--- src/rtl/conv_seq_ctrl_if.sv ---
// Job/strobe bundle between the layer controller (master) and the
// convolve sequencer (slave). The sequencer's strobes feed memory and MAC.
interface conv_seq_ctrl_if #(
   parameter int ADDR_W = 10,
   parameter int CNT_W  = 10
);
   logic              start;
   logic              abort;
   logic [CNT_W-1:0]  n_taps;
   logic [CNT_W-1:0]  n_outputs;
   logic [ADDR_W-1:0] sig_base;
   logic [ADDR_W-1:0] sig_step;
   logic [ADDR_W-1:0] wgt_base;
   logic              busy;
   logic              done;
   logic              rd_en;
   logic [ADDR_W-1:0] sig_addr;
   logic [ADDR_W-1:0] wgt_addr;
   logic              clken;
   logic              s_convout;
   logic              en_mult_r;
   logic              en_sat;
   logic              out_valid;
   logic [CNT_W-1:0]  out_index;

   modport master (
      output start, abort, n_taps, n_outputs, sig_base, sig_step, wgt_base,
      input  busy, done, rd_en, sig_addr, wgt_addr, clken, s_convout,
             en_mult_r, en_sat, out_valid, out_index
   );

   modport slave (
      input  start, abort, n_taps, n_outputs, sig_base, sig_step, wgt_base,
      output busy, done, rd_en, sig_addr, wgt_addr, clken, s_convout,
             en_mult_r, en_sat, out_valid, out_index
   );
endinterface

--- src/rtl/conv_seq_ctrl.sv ---
// Tap/output sequencer for the convolve MAC: issues reads, aligns MAC
// strobes with returning data, then saturates and flags each dot product.
module conv_seq_ctrl #(
   parameter int ADDR_W      = 10,
   parameter int CNT_W       = 10,
   parameter int MEM_LATENCY = 1,
   parameter int MAC_LATENCY = 1
) (
   input logic           clk,
   input logic           reset,
   conv_seq_ctrl_if.slave bus
);
   localparam int DRAIN_N = MEM_LATENCY + MAC_LATENCY;
   localparam int DW      = $clog2(DRAIN_N + 1);

   typedef enum logic [2:0] {IDLE, ISSUE, DRAIN, SAT, OUT, FIN} state_t;

   state_t            state, state_nxt;
   logic [CNT_W-1:0]  taps_q, outs_q, tap, row;
   logic [ADDR_W-1:0] step_q, wbase_q, row_addr;
   logic [DW-1:0]     drain_cnt;
   logic [MEM_LATENCY-1:0] vld_pipe, first_pipe;

   logic accept, zero_job, kill, issue, last_tap, last_out, drain_done;

   assign accept     = (state == IDLE) && bus.start && !bus.abort;
   assign zero_job   = (bus.n_taps == '0) || (bus.n_outputs == '0);
   assign kill       = bus.abort && (state != IDLE);
   assign issue      = (state == ISSUE);
   assign last_tap   = (tap == taps_q - CNT_W'(1));
   assign last_out   = (row == outs_q - CNT_W'(1));
   assign drain_done = (drain_cnt == DW'(DRAIN_N - 1));

   always_ff @(posedge clk or negedge reset) begin
      if (!reset) state <= IDLE;
      else        state <= state_nxt;
   end

   always_comb begin
      state_nxt     = state;
      bus.busy      = (state != IDLE);
      bus.done      = (state == FIN);
      bus.rd_en     = issue;
      bus.sig_addr  = '0;
      bus.wgt_addr  = '0;
      bus.en_mult_r = (state == ISSUE) || (state == DRAIN) ||
                      (state == SAT)   || (state == OUT);
      bus.en_sat    = (state == SAT) || (state == OUT);
      bus.out_valid = (state == OUT);
      bus.out_index = '0;
      bus.clken     = vld_pipe[MEM_LATENCY-1];
      bus.s_convout = vld_pipe[MEM_LATENCY-1] & first_pipe[MEM_LATENCY-1];
      if (issue) begin
         bus.sig_addr = row_addr + ADDR_W'(tap);
         bus.wgt_addr = wbase_q + ADDR_W'(tap);
      end
      if (state == OUT) bus.out_index = row;

      if (kill) state_nxt = IDLE;
      else begin
         case (state)
            IDLE:  if (accept) state_nxt = zero_job ? FIN : ISSUE;
            ISSUE: if (last_tap) state_nxt = DRAIN;
            DRAIN: if (drain_done) state_nxt = SAT;
            SAT:   state_nxt = OUT;
            OUT:   state_nxt = last_out ? FIN : ISSUE;
            FIN:   state_nxt = IDLE;
            default: state_nxt = IDLE;
         endcase
      end
   end

   // row_addr tracks sig_base + j*sig_step incrementally, avoiding a multiplier
   always_ff @(posedge clk or negedge reset) begin
      if (!reset) begin
         taps_q    <= '0;
         outs_q    <= '0;
         step_q    <= '0;
         wbase_q   <= '0;
         row_addr  <= '0;
         tap       <= '0;
         row       <= '0;
         drain_cnt <= '0;
      end else if (kill) begin
         tap       <= '0;
         row       <= '0;
         drain_cnt <= '0;
      end else begin
         case (state)
            IDLE: if (accept) begin
               taps_q   <= bus.n_taps;
               outs_q   <= bus.n_outputs;
               step_q   <= bus.sig_step;
               wbase_q  <= bus.wgt_base;
               row_addr <= bus.sig_base;
               tap      <= '0;
               row      <= '0;
            end
            ISSUE: begin
               tap       <= last_tap ? '0 : tap + CNT_W'(1);
               drain_cnt <= '0;
            end
            DRAIN: drain_cnt <= drain_cnt + DW'(1);
            OUT: if (!last_out) begin
               row      <= row + CNT_W'(1);
               row_addr <= row_addr + step_q;
            end
            default: ;
         endcase
      end
   end

   // Tap flags ride alongside the memory access so clken meets the data
   always_ff @(posedge clk or negedge reset) begin
      if (!reset) begin
         vld_pipe   <= '0;
         first_pipe <= '0;
      end else if (kill) begin
         vld_pipe   <= '0;
         first_pipe <= '0;
      end else begin
         vld_pipe[0]   <= issue;
         first_pipe[0] <= issue && (tap == '0);
         for (int i = 1; i < MEM_LATENCY; i++) begin
            vld_pipe[i]   <= vld_pipe[i-1];
            first_pipe[i] <= first_pipe[i-1];
         end
      end
   end
endmodule

--- src/flat_wrapper.sv ---
// flat-port wrapper written by rule: the top's interface ports become plain ports
module conv_seq_ctrl_flat 
#(
   parameter int ADDR_W      = 10,
   parameter int CNT_W       = 10,
   parameter int MEM_LATENCY = 1,
   parameter int MAC_LATENCY = 1
)
  (clk, reset, bus_start, bus_abort, bus_n_taps, bus_n_outputs, bus_sig_base, bus_sig_step, bus_wgt_base, bus_busy, bus_done, bus_rd_en, bus_sig_addr, bus_wgt_addr, bus_clken, bus_s_convout, bus_en_mult_r, bus_en_sat, bus_out_valid, bus_out_index);
  conv_seq_ctrl_if #(.ADDR_W(ADDR_W), .CNT_W(CNT_W)) bus_i ();
  input logic clk;
  input logic reset;
  input wire logic [$bits(bus_i.start)-1:0] bus_start;
  input wire logic [$bits(bus_i.abort)-1:0] bus_abort;
  input wire logic [$bits(bus_i.n_taps)-1:0] bus_n_taps;
  input wire logic [$bits(bus_i.n_outputs)-1:0] bus_n_outputs;
  input wire logic [$bits(bus_i.sig_base)-1:0] bus_sig_base;
  input wire logic [$bits(bus_i.sig_step)-1:0] bus_sig_step;
  input wire logic [$bits(bus_i.wgt_base)-1:0] bus_wgt_base;
  output wire logic [$bits(bus_i.busy)-1:0] bus_busy;
  output wire logic [$bits(bus_i.done)-1:0] bus_done;
  output wire logic [$bits(bus_i.rd_en)-1:0] bus_rd_en;
  output wire logic [$bits(bus_i.sig_addr)-1:0] bus_sig_addr;
  output wire logic [$bits(bus_i.wgt_addr)-1:0] bus_wgt_addr;
  output wire logic [$bits(bus_i.clken)-1:0] bus_clken;
  output wire logic [$bits(bus_i.s_convout)-1:0] bus_s_convout;
  output wire logic [$bits(bus_i.en_mult_r)-1:0] bus_en_mult_r;
  output wire logic [$bits(bus_i.en_sat)-1:0] bus_en_sat;
  output wire logic [$bits(bus_i.out_valid)-1:0] bus_out_valid;
  output wire logic [$bits(bus_i.out_index)-1:0] bus_out_index;
  assign bus_i.start = bus_start;
  assign bus_i.abort = bus_abort;
  assign bus_i.n_taps = bus_n_taps;
  assign bus_i.n_outputs = bus_n_outputs;
  assign bus_i.sig_base = bus_sig_base;
  assign bus_i.sig_step = bus_sig_step;
  assign bus_i.wgt_base = bus_wgt_base;
  assign bus_busy = bus_i.busy;
  assign bus_done = bus_i.done;
  assign bus_rd_en = bus_i.rd_en;
  assign bus_sig_addr = bus_i.sig_addr;
  assign bus_wgt_addr = bus_i.wgt_addr;
  assign bus_clken = bus_i.clken;
  assign bus_s_convout = bus_i.s_convout;
  assign bus_en_mult_r = bus_i.en_mult_r;
  assign bus_en_sat = bus_i.en_sat;
  assign bus_out_valid = bus_i.out_valid;
  assign bus_out_index = bus_i.out_index;
  conv_seq_ctrl #(.ADDR_W(ADDR_W), .CNT_W(CNT_W), .MEM_LATENCY(MEM_LATENCY), .MAC_LATENCY(MAC_LATENCY)) u_core (.clk(clk), .reset(reset), .bus(bus_i));
endmodule
--- config.mk ---
export PLATFORM = sky130hd
export DESIGN_NAME = conv_seq_ctrl_flat
export DESIGN_NICKNAME = d
export VERILOG_FILES = /design/src/rtl/conv_seq_ctrl_if.sv /design/src/rtl/conv_seq_ctrl.sv /design/src/flat_wrapper.sv
export SDC_FILE = /design/constraint.sdc
export NUM_CORES = 1
export LEC_CHECK = 0
export CAP_MARGIN = 20
export CORE_MARGIN = 4
export CORE_UTILIZATION = 49
export CTS_CLUSTER_DIAMETER = 80
export DETAILED_ROUTE_END_ITERATION = 16
export PLACE_DENSITY = 0.78
export SLEW_MARGIN = 30
export SYNTH_ARGS = -nofsm -noshare
export SYNTH_HDL_FRONTEND = slang
export SYNTH_SLANG_ARGS = --single-unit
--- constraint.sdc ---
create_clock -name clk -period 2.7 [get_ports clk]
set_input_delay 0.27 -clock clk [delete_from_list [all_inputs] [get_ports clk]]
set_output_delay 0.27 -clock clk [all_outputs]
set_load 0.02 [all_outputs]
Word-level counts from Yosys, hierarchy flattened
Index checks and enable logic that the tools add are counted.
Storage, ports and cells
  register bits after elaboration: 77
  bits of input ports: 54
  output and inout bits: 38
Operators by class
  $add $sub $neg: 8
  equality and inequality tests: 14
  muxes and demuxes: 24
  bitwise gates (word level): 2
  reductions and logical operators: 24
Operators with widths (count)
  $mux 10: 10
  $pmux 10 s2: 3
  $add 10x10->10: 3
  $logic_not 10->1: 3
  $add 10x1->10 const B: 2
  $eq 10x10->1: 2
  $sub 10x1->10 const B: 2
  $mux 3: 6
  $pmux 3 s5: 1
  $reduce_bool 3->1: 4
  $reduce_and 3->1: 3
  $eq 3x2->1 const B: 2
  $eq 3x3->1 const B: 2
  $ne 3x1->1 const B: 2
  $ne 3x2->1 const B: 2
  $logic_or 1x1->1: 5
  $logic_and 1x1->1: 4
  $pmux 2 s2: 1
  $reduce_and 4->1: 1
  $eq 3x1->1 const B: 1
  $logic_not 3->1: 1
  $add 2x1->2 const B: 1
  $eq 2x1->1 const B: 1
  $mux 1: 2
  other kinds (8): 8

Logic depth before layout (Yosys ltp)
Gate-level depths: netlist of run 1.
  word-level depth: 6
  mapped depth: 10

Worst setup path after synthesis of run 1
No wires, ideal clock.
  path type: reg2out
  start point: reg u_core.tap[1]
  end point: out bus_wgt_addr[9]
  arrival time: 2.272 ns
  slack: 0.158 ns
  stages on the path, launching flop included: 9
  buffers on the path: 0
  path through: dfrtp_1 > ha_1 > a21o_1 > a21oi_1 > o21bai_1 > a2111oi_0 > o31ai_1 > xnor2_1 > nor2_1
On the way
  cells in the longest elaborated chain, start to end: 2
RTL lines
  start: declaration: line conv_seq_ctrl.sv:19  | logic [CNT_W-1:0] taps_q, outs_q, tap, row;
  start signal: assignment: line conv_seq_ctrl.sv:100  | tap <= last_tap ? '0 : tap + CNT_W'(1);
  $add 10x10->10: line conv_seq_ctrl.sv:55  | bus.wgt_addr = wbase_q + ADDR_W'(tap);
  $mux 10: line conv_seq_ctrl.sv:53  | if (issue) begin
  end: declaration: line flat_wrapper.sv:24  | output wire logic [$bits(bus_i.wgt_addr)-1:0] bus_wgt_addr;
No other way between the ends.

Worst setup path after layout of run 1
  start point: reg u_core.tap[1]
  end point: out bus_sig_addr[7]
On the way
  cells in the longest elaborated chain, start to end: 2
RTL lines
  $add 10x10->10: line conv_seq_ctrl.sv:54  | bus.sig_addr = row_addr + ADDR_W'(tap);
  $mux 10: line conv_seq_ctrl.sv:53
  end: declaration: line flat_wrapper.sv:23  | output wire logic [$bits(bus_i.sig_addr)-1:0] bus_sig_addr;
No other way between the ends.

==> report_table.html, run 1 <==
<table>
<tr><th>Metric</th><th>Value</th></tr>
<tr><th colspan="2">Detailed routing</th></tr>
<tr><td>Average wire length per cell after detail routing</td><td>17.0 µm</td></tr>
<tr><td>Number of vias in the routed layout</td><td>roughly 4.7k</td></tr>
<tr><td>Routed WL</td><td>14.2 mm</td></tr>
<tr><td>ANT nets after route</td><td>0</td></tr>
<tr><td>1st-pass router iterations</td><td>4</td></tr>
<tr><td>Number of violations reported at the end of detailed-routing iteration 0</td><td>282</td></tr>
<tr><td>Via-per-instance ratio</td><td>5.67</td></tr>
<tr><td>DRC violation count after routing</td><td>0</td></tr>
<tr><th colspan="2">Timing</th></tr>
<tr><td>Worst hold slack</td><td>460 ps</td></tr>
<tr><td>Max-slew violation count</td><td>0</td></tr>
<tr><td>Layout Skew</td><td>13.4 ps</td></tr>
<tr><td>Slew at the pin with the worst max-slew slack</td><td>724 ps</td></tr>
<tr><td>Fmax</td><td>358 MHz</td></tr>
<tr><td>Worst Setup Slack, final</td><td>-92.3 ps</td></tr>
<tr><td>Tightest slew margin relative to the limit</td><td>around half</td></tr>
<tr><td>Count of final setup violators</td><td>4</td></tr>
<tr><td>Final critical delay including setup and external delays</td><td>2790 ps</td></tr>
<tr><td>Final-report hold violation count</td><td>0</td></tr>
<tr><td>RSZ-0062 raised after global routing</td><td>yes</td></tr>
<tr><td>Share of the clock period used by the worst path</td><td>103%</td></tr>
<tr><th colspan="2">Floorplanning</th></tr>
<tr><td>Area of the placeable core</td><td>10800 µm²</td></tr>
<tr><td>Vertical die dimension</td><td>between 100 and 150 µm</td></tr>
<tr><td>Effective utilization at floorplan</td><td>between 50% and 60%</td></tr>
<tr><td>Die W</td><td>113 µm</td></tr>
<tr><td>Die area</td><td>12800 µm²</td></tr>
<tr><td>Floorplan row count</td><td>38</td></tr>
<tr><td>Io pins</td><td>92</td></tr>
<tr><th colspan="2">Yosys</th></tr>
<tr><td>Proportion of register bits with asynchronous set or reset after synthesis</td><td>100%</td></tr>
<tr><td>Synthesized netlist cell count</td><td>~560</td></tr>
<tr><td>Net count of the mapped netlist</td><td>653</td></tr>
<tr><td>Yosys top cell area share</td><td>35.5%</td></tr>
<tr><td>Number of storage elements in the synthesis netlist</td><td>77</td></tr>
<tr><td>Number of synthesized flops with an enable pin</td><td>0</td></tr>
<tr><td>Register area share after synthesis</td><td>about 35%</td></tr>
<tr><td>Library cell with the largest summed area after synthesis</td><td>sky130_fd_sc_hd__dfrtp_1</td></tr>
<tr><td>Synth top area cells</td><td>sky130_fd_sc_hd__dfrtp_1 (35%), sky130_fd_sc_hd__mux2_2 (8.3%), sky130_fd_sc_hd__ha_1 (7.6%), sky130_fd_sc_hd__xnor2_1 (5.0%), sky130_fd_sc_hd__nor2_1 (3.2%)</td></tr>
<tr><td>Synth Flop Type</td><td>sky130_fd_sc_hd__dfrtp_1</td></tr>
<tr><td>Count of synthesis-stage warnings from yosys</td><td>0</td></tr>
<tr><td>Average footprint of a synthesized cell</td><td>9.65 µm²</td></tr>
<tr><td>Post-Syn Area</td><td>5430 µm²</td></tr>
<tr><td>Unique masters post-synth</td><td>67</td></tr>
<tr><th colspan="2">Power</th></tr>
<tr><td>Pleak</td><td>3.13 nW</td></tr>
<tr><td>Power per cell area</td><td>1070 nW/µm²</td></tr>
<tr><td>Total power after layout</td><td>approximately 7.6 mW</td></tr>
<tr><td>Part of the power in the clock network</td><td>around an eighth</td></tr>
<tr><td>Maximum vdd drop</td><td>0.629 mV</td></tr>
<tr><td>Net switching fraction of the power</td><td>43.1%</td></tr>
<tr><td>Power share of the sequential group</td><td>27.7%</td></tr>
<tr><td>P_sw</td><td>approximately 3.3 mW</td></tr>
<tr><td>Cell internal power dissipation</td><td>4.33 mW</td></tr>
<tr><td>Combinational Power Share</td><td>60.4%</td></tr>
<tr><th colspan="2">Global routing</th></tr>
<tr><td>Global-route met2 utilization</td><td>38.7%</td></tr>
<tr><td>Overflow left after global routing</td><td>0</td></tr>
<tr><td>Global-route track usage on met3</td><td>4.76%</td></tr>
<tr><td>Wire length of the first global-routing pass</td><td>23.8 mm</td></tr>
<tr><td>Vias in the first global route</td><td>slightly below 5k</td></tr>
<tr><td>Number of antenna violations at the first check in global routing</td><td>0</td></tr>
<tr><td>Gr busiest metal</td><td>met2</td></tr>
<tr><td>Pin count of the biggest net entering global routing</td><td>78</td></tr>
<tr><td>Total Routing Usage GR</td><td>23.1%</td></tr>
<tr><td>Routing usage on met1</td><td>between 20 and 30%</td></tr>
<tr><th colspan="2">Worst setup path</th></tr>
<tr><td>Maximum fanout along the worst path</td><td>5</td></tr>
<tr><td>Endpoint kind of the worst setup timing path</td><td>output pin</td></tr>
<tr><td>Worst setup SP type</td><td>register</td></tr>
<tr><td>Arrival time of the worst setup path</td><td>2520 ps</td></tr>
<tr><td>Critical path start-end classification</td><td>register to output pin</td></tr>
<tr><td>Crit path required time</td><td>2430 ps</td></tr>
<tr><th colspan="2">Flow run</th></tr>
<tr><td>Maxcap violations</td><td>0</td></tr>
<tr><th colspan="2">Layout</th></tr>
<tr><td>Non-filler instance count after layout</td><td>roughly 840</td></tr>
<tr><td>Share of layout cells above drive strength 1</td><td>23.4%</td></tr>
<tr><td>Area grow syn2layout</td><td>30.2%</td></tr>
<tr><td>N_diodes</td><td>0</td></tr>
<tr><td>FILL cells</td><td>892</td></tr>
<tr><td>Final-stage net count</td><td>roughly 780</td></tr>
<tr><th colspan="2">Status</th></tr>
<tr><td>Status</td><td>complete, but fails checks</td></tr>
<tr><td>Failing checks</td><td>setup timing</td></tr>
<tr><th colspan="2">Min path</th></tr>
<tr><td>Min-Delay Path Class</td><td>primary input to async pin</td></tr>
<tr><th colspan="2">Placed design</th></tr>
<tr><td>Placement-stage worst setup slack</td><td>-265 ps</td></tr>
<tr><td>Routability cong.</td><td>0.892</td></tr>
<tr><td>Count of buffers inserted at the top-level ports</td><td>91</td></tr>
<tr><td>DP HPWL</td><td>10.7 mm</td></tr>
<tr><td>Dpl cells</td><td>approximately 800</td></tr>
<tr><th colspan="2">Clock tree</th></tr>
<tr><td>Clock Path Buffers</td><td>2</td></tr>
<tr><td>Clock H-tree levels</td><td>3</td></tr>
<tr><td>Cts bufs inserted</td><td>9</td></tr>
<tr><td>CTS tree</td><td>done</td></tr>
<tr><td>Clock latency on the worst-skew pair</td><td>380 ps</td></tr>
<tr><td>Root cell of the clock tree</td><td>sky130_fd_sc_hd__clkbuf_8</td></tr>
<tr><td>Clock sink total</td><td>between 70 and 80</td></tr>
<tr><td>Clock transition at the registers of the reported paths</td><td>70 ps</td></tr>
</table>
[power groups by stage]
stage               clock, mW  combinational [mW]  sequential (mW)
finish                  0.906                4.59             2.10
global route            0.986                5.04             2.17
CTS                     0.925                4.54             2.09
detailed placement          0                4.45             2.10
global placement            0                4.30             2.08
floorplan                   0                3.03             1.96
[placed cells by master (no fill, tap or decap), drive strengths merged, types with 8 or more instances in the layout]
master	Yosys	layout
mux2	46	46
clkdlybuf4s50	0	76
o21ai	25	25
and2	9	9
xor2	19	19
ha	33	33
buf	6	56
xnor2	31	31
nor3	8	8
nand2	40	40
and3	15	15
a21o	8	8
a2bb2oi	8	8
nor2	49	49
nor4	12	12
a21oi	27	27
dfrtp	77	77
nand3	15	15
inv	22	22
nand2b	10	10
clkbuf	15	14
[final timing paths]
kind	startpoint	endpoint	slack, ps	depth (start not counted)
setup / recovery	u_core.tap[1]	bus_sig_addr[7]	-90	10
hold / removal	reset	u_core.step_q[4]	460	2
setup reg to reg	u_core.row_addr[0]	u_core.row_addr[8]	260	11
hold reg to reg	u_core.drain_cnt[1]	u_core.drain_cnt[1]	510	2
max in group asynchronous	reset	u_core.tap[1]	1690	2
min in group clk	bus_wgt_base[6]	u_core.wbase_q[6]	500	2
[Yosys cell counts, types with 2 or more instances]
| cell type | number |
|---|---|
| sky130_fd_sc_hd__a2111oi_0 | 2 |
| sky130_fd_sc_hd__a211oi_1 | 2 |
| sky130_fd_sc_hd__a21boi_0 | 6 |
| sky130_fd_sc_hd__a21o_1 | 8 |
| sky130_fd_sc_hd__a21oi_1 | 26 |
| sky130_fd_sc_hd__a2bb2oi_1 | 8 |
| sky130_fd_sc_hd__a311oi_1 | 2 |
| sky130_fd_sc_hd__a31oi_1 | 6 |
| sky130_fd_sc_hd__a41oi_1 | 5 |
| sky130_fd_sc_hd__and2_1 | 9 |
| sky130_fd_sc_hd__and3_1 | 15 |
| sky130_fd_sc_hd__and4b_1 | 2 |
| sky130_fd_sc_hd__buf_1 | 4 |
| sky130_fd_sc_hd__clkbuf_1 | 15 |
| sky130_fd_sc_hd__dfrtp_1 | 77 |
| sky130_fd_sc_hd__fa_1 | 3 |
| sky130_fd_sc_hd__ha_1 | 33 |
| sky130_fd_sc_hd__inv_1 | 22 |
| sky130_fd_sc_hd__mux2_2 | 40 |
| sky130_fd_sc_hd__mux2_4 | 6 |
| sky130_fd_sc_hd__mux2i_1 | 6 |
| sky130_fd_sc_hd__nand2_1 | 40 |
| sky130_fd_sc_hd__nand2b_1 | 10 |
| sky130_fd_sc_hd__nand3_1 | 15 |
| sky130_fd_sc_hd__nand3b_1 | 2 |
| sky130_fd_sc_hd__nand4_1 | 3 |
| sky130_fd_sc_hd__nor2_1 | 46 |
| sky130_fd_sc_hd__nor2b_1 | 5 |
| sky130_fd_sc_hd__nor3_1 | 7 |
| sky130_fd_sc_hd__nor3b_1 | 3 |
| sky130_fd_sc_hd__nor4_1 | 9 |
| sky130_fd_sc_hd__nor4_2 | 3 |
| sky130_fd_sc_hd__o211ai_1 | 5 |
| sky130_fd_sc_hd__o21ai_0 | 21 |
| sky130_fd_sc_hd__o21ai_1 | 3 |
| sky130_fd_sc_hd__o21bai_1 | 6 |
| sky130_fd_sc_hd__o31a_1 | 2 |
| sky130_fd_sc_hd__o31ai_1 | 3 |
| sky130_fd_sc_hd__or2_2 | 4 |
| sky130_fd_sc_hd__or3_1 | 4 |
| sky130_fd_sc_hd__xnor2_1 | 31 |
| sky130_fd_sc_hd__xor2_1 | 19 |
[logic make-up after synthesis]
family	Yosys count	share of synthesized area, %
adders and majority gates	36	8.70
buffers and inverters	43	3.13
and+or+nand+nor	187	18.4
xor gates and xnor gates	50	8.06
DFF	77	35.5
AOI/OAI and AO/OA	118	15.2
muxes	52	11.1
[final cells by class]
class | instances | area (µm²) | share of cell area [%]
tap | 140 | 175 | 2.48
timing repair buffer | 139 | 1260 | 17.8
multi-input combinational | 443 | 3420 | 48.4
clock buffer | 11 | 151 | 2.14
clock inverter | 4 | 47.5 | 0.672
sequential | 77 | 1930 | 27.3
inverter | 22 | 82.6 | 1.17
[per-stage QoR]
step / TNS [ps] / instance area (µm²) / utilization, %
after global placement: -1130 / 6740 / 62.1
after floorplan: 0 / 5430 / -
after global routing: -1330 / 7070 / 65.2
final: -277 / 7070 / 65.2
after detailed placement: -1510 / 6740 / 62.1
after CTS: -232 / 6990 / 64.5
[routing by layer]
| layer | up-vias | part of all wire, % |
|---|---|---|
| met1 | 2290 | 43 |
| met2 | 141 | 49 |
| met5 | - | 0 |
| li1 | 2291 | - |
| met4 | 0 | 1.5 |
| met3 | 20 | 6.2 |
[critical path: stages (launching register included)]
cell and delay [ps]:
sky130_fd_sc_hd__dfrtp_2 440, sky130_fd_sc_hd__buf_6 130, sky130_fd_sc_hd__ha_4 200, sky130_fd_sc_hd__a21o_1 180
sky130_fd_sc_hd__a21oi_2 160, sky130_fd_sc_hd__o21bai_2 100, sky130_fd_sc_hd__a2111o_1 420, sky130_fd_sc_hd__buf_6 150
sky130_fd_sc_hd__nand3_2 50, sky130_fd_sc_hd__nor3b_2 150, sky130_fd_sc_hd__buf_4 160
[sequential cells by signal, indices dropped and copies added, names as in the netlist]
signal,flops
u_core.bus.clken,1
u_core.drain_cnt,2
u_core.first_pipe,1
u_core.outs_q,10
u_core.row,10
u_core.row_addr,10
u_core.state,3
u_core.step_q,10
u_core.tap,10
u_core.taps_q,10
u_core.wbase_q,10
[what timing repair did]
item / in CTS / in global routing
resized for setup: 59 / 20
setup endpoints to repair: 17 / 39
pin swaps: 11 / 5
gates cloned: 0 / 0
endpoints found under the hold margin: 0 / 49
setup buffers: 4 / 3
hold buffers: 0 / 1
Note: power is estimated with default switching activity, not from simulation.
==> run 2, diff against run 1 <==
--- a/config.mk
+++ b/config.mk
@@ -11,6 +11,7 @@
 export CTS_CLUSTER_DIAMETER = 80
 export DETAILED_ROUTE_END_ITERATION = 16
 export PLACE_DENSITY = 0.78
+export SKIP_LAST_GASP = 1
 export SLEW_MARGIN = 30
 export SYNTH_ARGS = -nofsm -noshare
 export SYNTH_HDL_FRONTEND = slang
==> report_table.html, run 2 (same netlist as run 1, synthesis figures left out) <==
<table>
<tr><th>Metric</th><th>Value</th></tr>
<tr><th colspan="2">Timing</th></tr>
<tr><td>Slew at the pin with the worst max-slew slack</td><td>724 ps</td></tr>
<tr><td>RSZ-0062 raised after global routing</td><td>yes</td></tr>
<tr><td>Final critical delay including setup and external delays</td><td>2860 ps</td></tr>
<tr><td>Share of the clock period used by the worst path</td><td>106%</td></tr>
<tr><td>Layout Skew</td><td>12.8 ps</td></tr>
<tr><td>Count of final setup violators</td><td>9</td></tr>
<tr><td>Max-slew violation count</td><td>0</td></tr>
<tr><td>Fmax</td><td>350 MHz</td></tr>
<tr><td>Final-report hold violation count</td><td>0</td></tr>
<tr><td>Final setup TNS</td><td>-861 ps</td></tr>
<tr><td>Worst Setup Slack, final</td><td>-157 ps</td></tr>
<tr><td>Tightest slew margin relative to the limit</td><td>51.7%</td></tr>
<tr><th colspan="2">Floorplanning</th></tr>
<tr><td>Vertical die dimension</td><td>113 µm</td></tr>
<tr><td>Effective utilization at floorplan</td><td>around 50%</td></tr>
<tr><td>Die area</td><td>around 13000 µm²</td></tr>
<tr><td>Floorplan row count</td><td>38</td></tr>
<tr><td>Io pins</td><td>92</td></tr>
<tr><td>Die W</td><td>113 µm</td></tr>
<tr><td>Area of the placeable core</td><td>about 11000 µm²</td></tr>
<tr><th colspan="2">Flow run</th></tr>
<tr><td>Maxcap violations</td><td>0</td></tr>
<tr><th colspan="2">Global routing</th></tr>
<tr><td>Vias in the first global route</td><td>4801</td></tr>
<tr><td>Total Routing Usage GR</td><td>22.9%</td></tr>
<tr><td>Pin count of the biggest net entering global routing</td><td>78</td></tr>
<tr><td>Wire length of the first global-routing pass</td><td>23.6 mm</td></tr>
<tr><td>Overflow left after global routing</td><td>0</td></tr>
<tr><td>Number of antenna violations at the first check in global routing</td><td>0</td></tr>
<tr><th colspan="2">Clock tree</th></tr>
<tr><td>Clock H-tree levels</td><td>3</td></tr>
<tr><td>Clock Path Buffers</td><td>2</td></tr>
<tr><td>Cts bufs inserted</td><td>9</td></tr>
<tr><td>Clock sink total</td><td>77</td></tr>
<tr><td>Root cell of the clock tree</td><td>sky130_fd_sc_hd__clkbuf_8</td></tr>
<tr><td>Clock transition at the registers of the reported paths</td><td>about 90 ps</td></tr>
<tr><td>Clock latency on the worst-skew pair</td><td>380 ps</td></tr>
<tr><td>CTS tree</td><td>done</td></tr>
<tr><th colspan="2">Layout</th></tr>
<tr><td>Area grow syn2layout</td><td>30.3%</td></tr>
<tr><td>Final-stage net count</td><td>783</td></tr>
<tr><td>Final core utilization</td><td>between 60% and 70%</td></tr>
<tr><td>Commonest non-fill, non-tap cells in the layout</td><td>sky130_fd_sc_hd__clkdlybuf4s50_1 (76), sky130_fd_sc_hd__dfrtp_1 (75), sky130_fd_sc_hd__buf_4 (51)</td></tr>
<tr><td>Share of layout cells above drive strength 1</td><td>between 20% and 30%</td></tr>
<tr><td>Most common cell after layout, fill and taps aside</td><td>sky130_fd_sc_hd__clkdlybuf4s50_1</td></tr>
<tr><td>N_diodes</td><td>0</td></tr>
<tr><th colspan="2">Detailed routing</th></tr>
<tr><td>Number of violations reported at the end of detailed-routing iteration 0</td><td>258</td></tr>
<tr><td>Number of vias in the routed layout</td><td>4749</td></tr>
<tr><td>ANT nets after route</td><td>0</td></tr>
<tr><td>Via-per-instance ratio</td><td>about 5.7</td></tr>
<tr><td>DRC violation count after routing</td><td>0</td></tr>
<tr><td>1st-pass router iterations</td><td>5</td></tr>
<tr><td>Average wire length per cell after detail routing</td><td>17.0 µm</td></tr>
<tr><td>Routed WL</td><td>14.2 mm</td></tr>
<tr><th colspan="2">Worst setup path</th></tr>
<tr><td>Worst reg2reg path depth</td><td>11</td></tr>
<tr><td>Destination of the critical timing path</td><td>bus_sig_addr[9]</td></tr>
<tr><td>Maximum fanout along the worst path</td><td>4</td></tr>
<tr><td>Arrival time of the worst setup path</td><td>2590 ps</td></tr>
<tr><td>Worst setup path startpoint</td><td>u_core.tap[1]</td></tr>
<tr><td>Worst setup SP type</td><td>register</td></tr>
<tr><td>Setup slack of the most critical reg-to-reg path</td><td>260 ps</td></tr>
<tr><td>Reg-to-reg endpoint</td><td>u_core.row_addr[8]</td></tr>
<tr><td>Worst R2R Start</td><td>u_core.row_addr[0]</td></tr>
<tr><td>Crit path required time</td><td>2430 ps</td></tr>
<tr><td>Endpoint kind of the worst setup timing path</td><td>output pin</td></tr>
<tr><td>Critical path start-end classification</td><td>register to output pin</td></tr>
<tr><th colspan="2">Power</th></tr>
<tr><td>Power per cell area</td><td>1070 nW/µm²</td></tr>
<tr><td>Maximum vdd drop</td><td>0.629 mV</td></tr>
<tr><td>Pleak</td><td>3.14 nW</td></tr>
<tr><th colspan="2">Placed design</th></tr>
<tr><td>DP HPWL</td><td>10.7 mm</td></tr>
<tr><td>Routability cong.</td><td>0.892</td></tr>
<tr><td>Count of buffers inserted at the top-level ports</td><td>91</td></tr>
<tr><th colspan="2">Min path</th></tr>
<tr><td>Min-Delay Path Class</td><td>primary input to async pin</td></tr>
<tr><th colspan="2">Status</th></tr>
<tr><td>Failing checks</td><td>setup timing</td></tr>
<tr><td>Status</td><td>complete, but fails checks</td></tr>
</table>
## run 2: power by group
group          switching [mW]  total, mW  internal, mW
Combinational            2.33       4.59          2.27
Sequential              0.507       2.10          1.60
Clock                   0.440      0.909         0.469
## run 2: cell type report
| type | count | area (µm²) |
|---|---|---|
| inverter | 22 | 82.6 |
| clock inverter | 4 | 47.5 |
| fill | 890 | 3760 |
| tap | 140 | 175 |
| sequential | 77 | 1930 |
| clock buffer | 11 | 151 |
| multi-input combinational | 443 | 3420 |
| timing repair buffer | 140 | 1280 |
## run 2: metrics by stage
| step | area (µm²) | hold slack (ps) | setup WS [ps] | total power, mW | std cells |
|---|---|---|---|---|---|
| global placement | 6740 | 467 | -220 | 6.38 | 813 |
| finish | 7080 | 468 | -157 | 7.60 | 837 |
| CTS | 6970 | 79.6 | -188 | 7.53 | 832 |
| floorplan | 5430 | -25.6 | 158 | 5.00 | 563 |
| detailed placement | 6740 | 494 | -265 | 6.55 | 813 |
| global route | 7080 | 483 | -278 | 8.19 | 837 |
## run 2: layer usage
| layer | track usage [%] | vias to the layer above | part of all wire, % |
|---|---|---|---|
| li1 | - | 2288 | - |
| met1 | 29.8 | 2296 | 44 |
| met2 | 38.3 | 144 | 49 |
| met3 | 4.76 | 21 | 6.0 |
| met4 | 7.29 | 0 | 1.5 |
| met5 | 0 | - | 0 |
## run 2: worst min path at each step
| stage | startpoint | to | slack (ps) | depth (start not counted) |
|---|---|---|---|---|
| after floorplan | reset | u_core.bus.clken | -30 | 0 |
| after global placement | reset | u_core.step_q[4] | 470 | 1 |
| after detailed placement | reset | u_core.step_q[2] | 490 | 1 |
| after CTS | reset | u_core.row_addr[6] | 80 | 1 |
| after global routing | bus_wgt_base[7] | u_core.wbase_q[7] | 480 | 2 |
| final | reset | u_core.row_addr[6] | 470 | 2 |
## run 2: timing repair
| item | CTS | global route |
|---|---|---|
| hold endpoints to repair | 0 | 49 |
| pin swaps | 11 | 18 |
| buffers inserted | 4 | 4 |
| endpoints found under the setup margin | 17 | 37 |
| hold buffers | 0 | 1 |
| resized for setup | 53 | 23 |
## run 2: critical path, cell delays in order, from the launching register on
cell and delay (ps):
sky130_fd_sc_hd__dfrtp_2 440, sky130_fd_sc_hd__buf_6 130, sky130_fd_sc_hd__ha_4 190, sky130_fd_sc_hd__a21o_1 190, sky130_fd_sc_hd__a21oi_2 180, sky130_fd_sc_hd__o21bai_2 80, sky130_fd_sc_hd__a2111o_1 460, sky130_fd_sc_hd__a41oi_2 190
sky130_fd_sc_hd__xnor2_1 130, sky130_fd_sc_hd__nor2_1 60, sky130_fd_sc_hd__buf_4 160
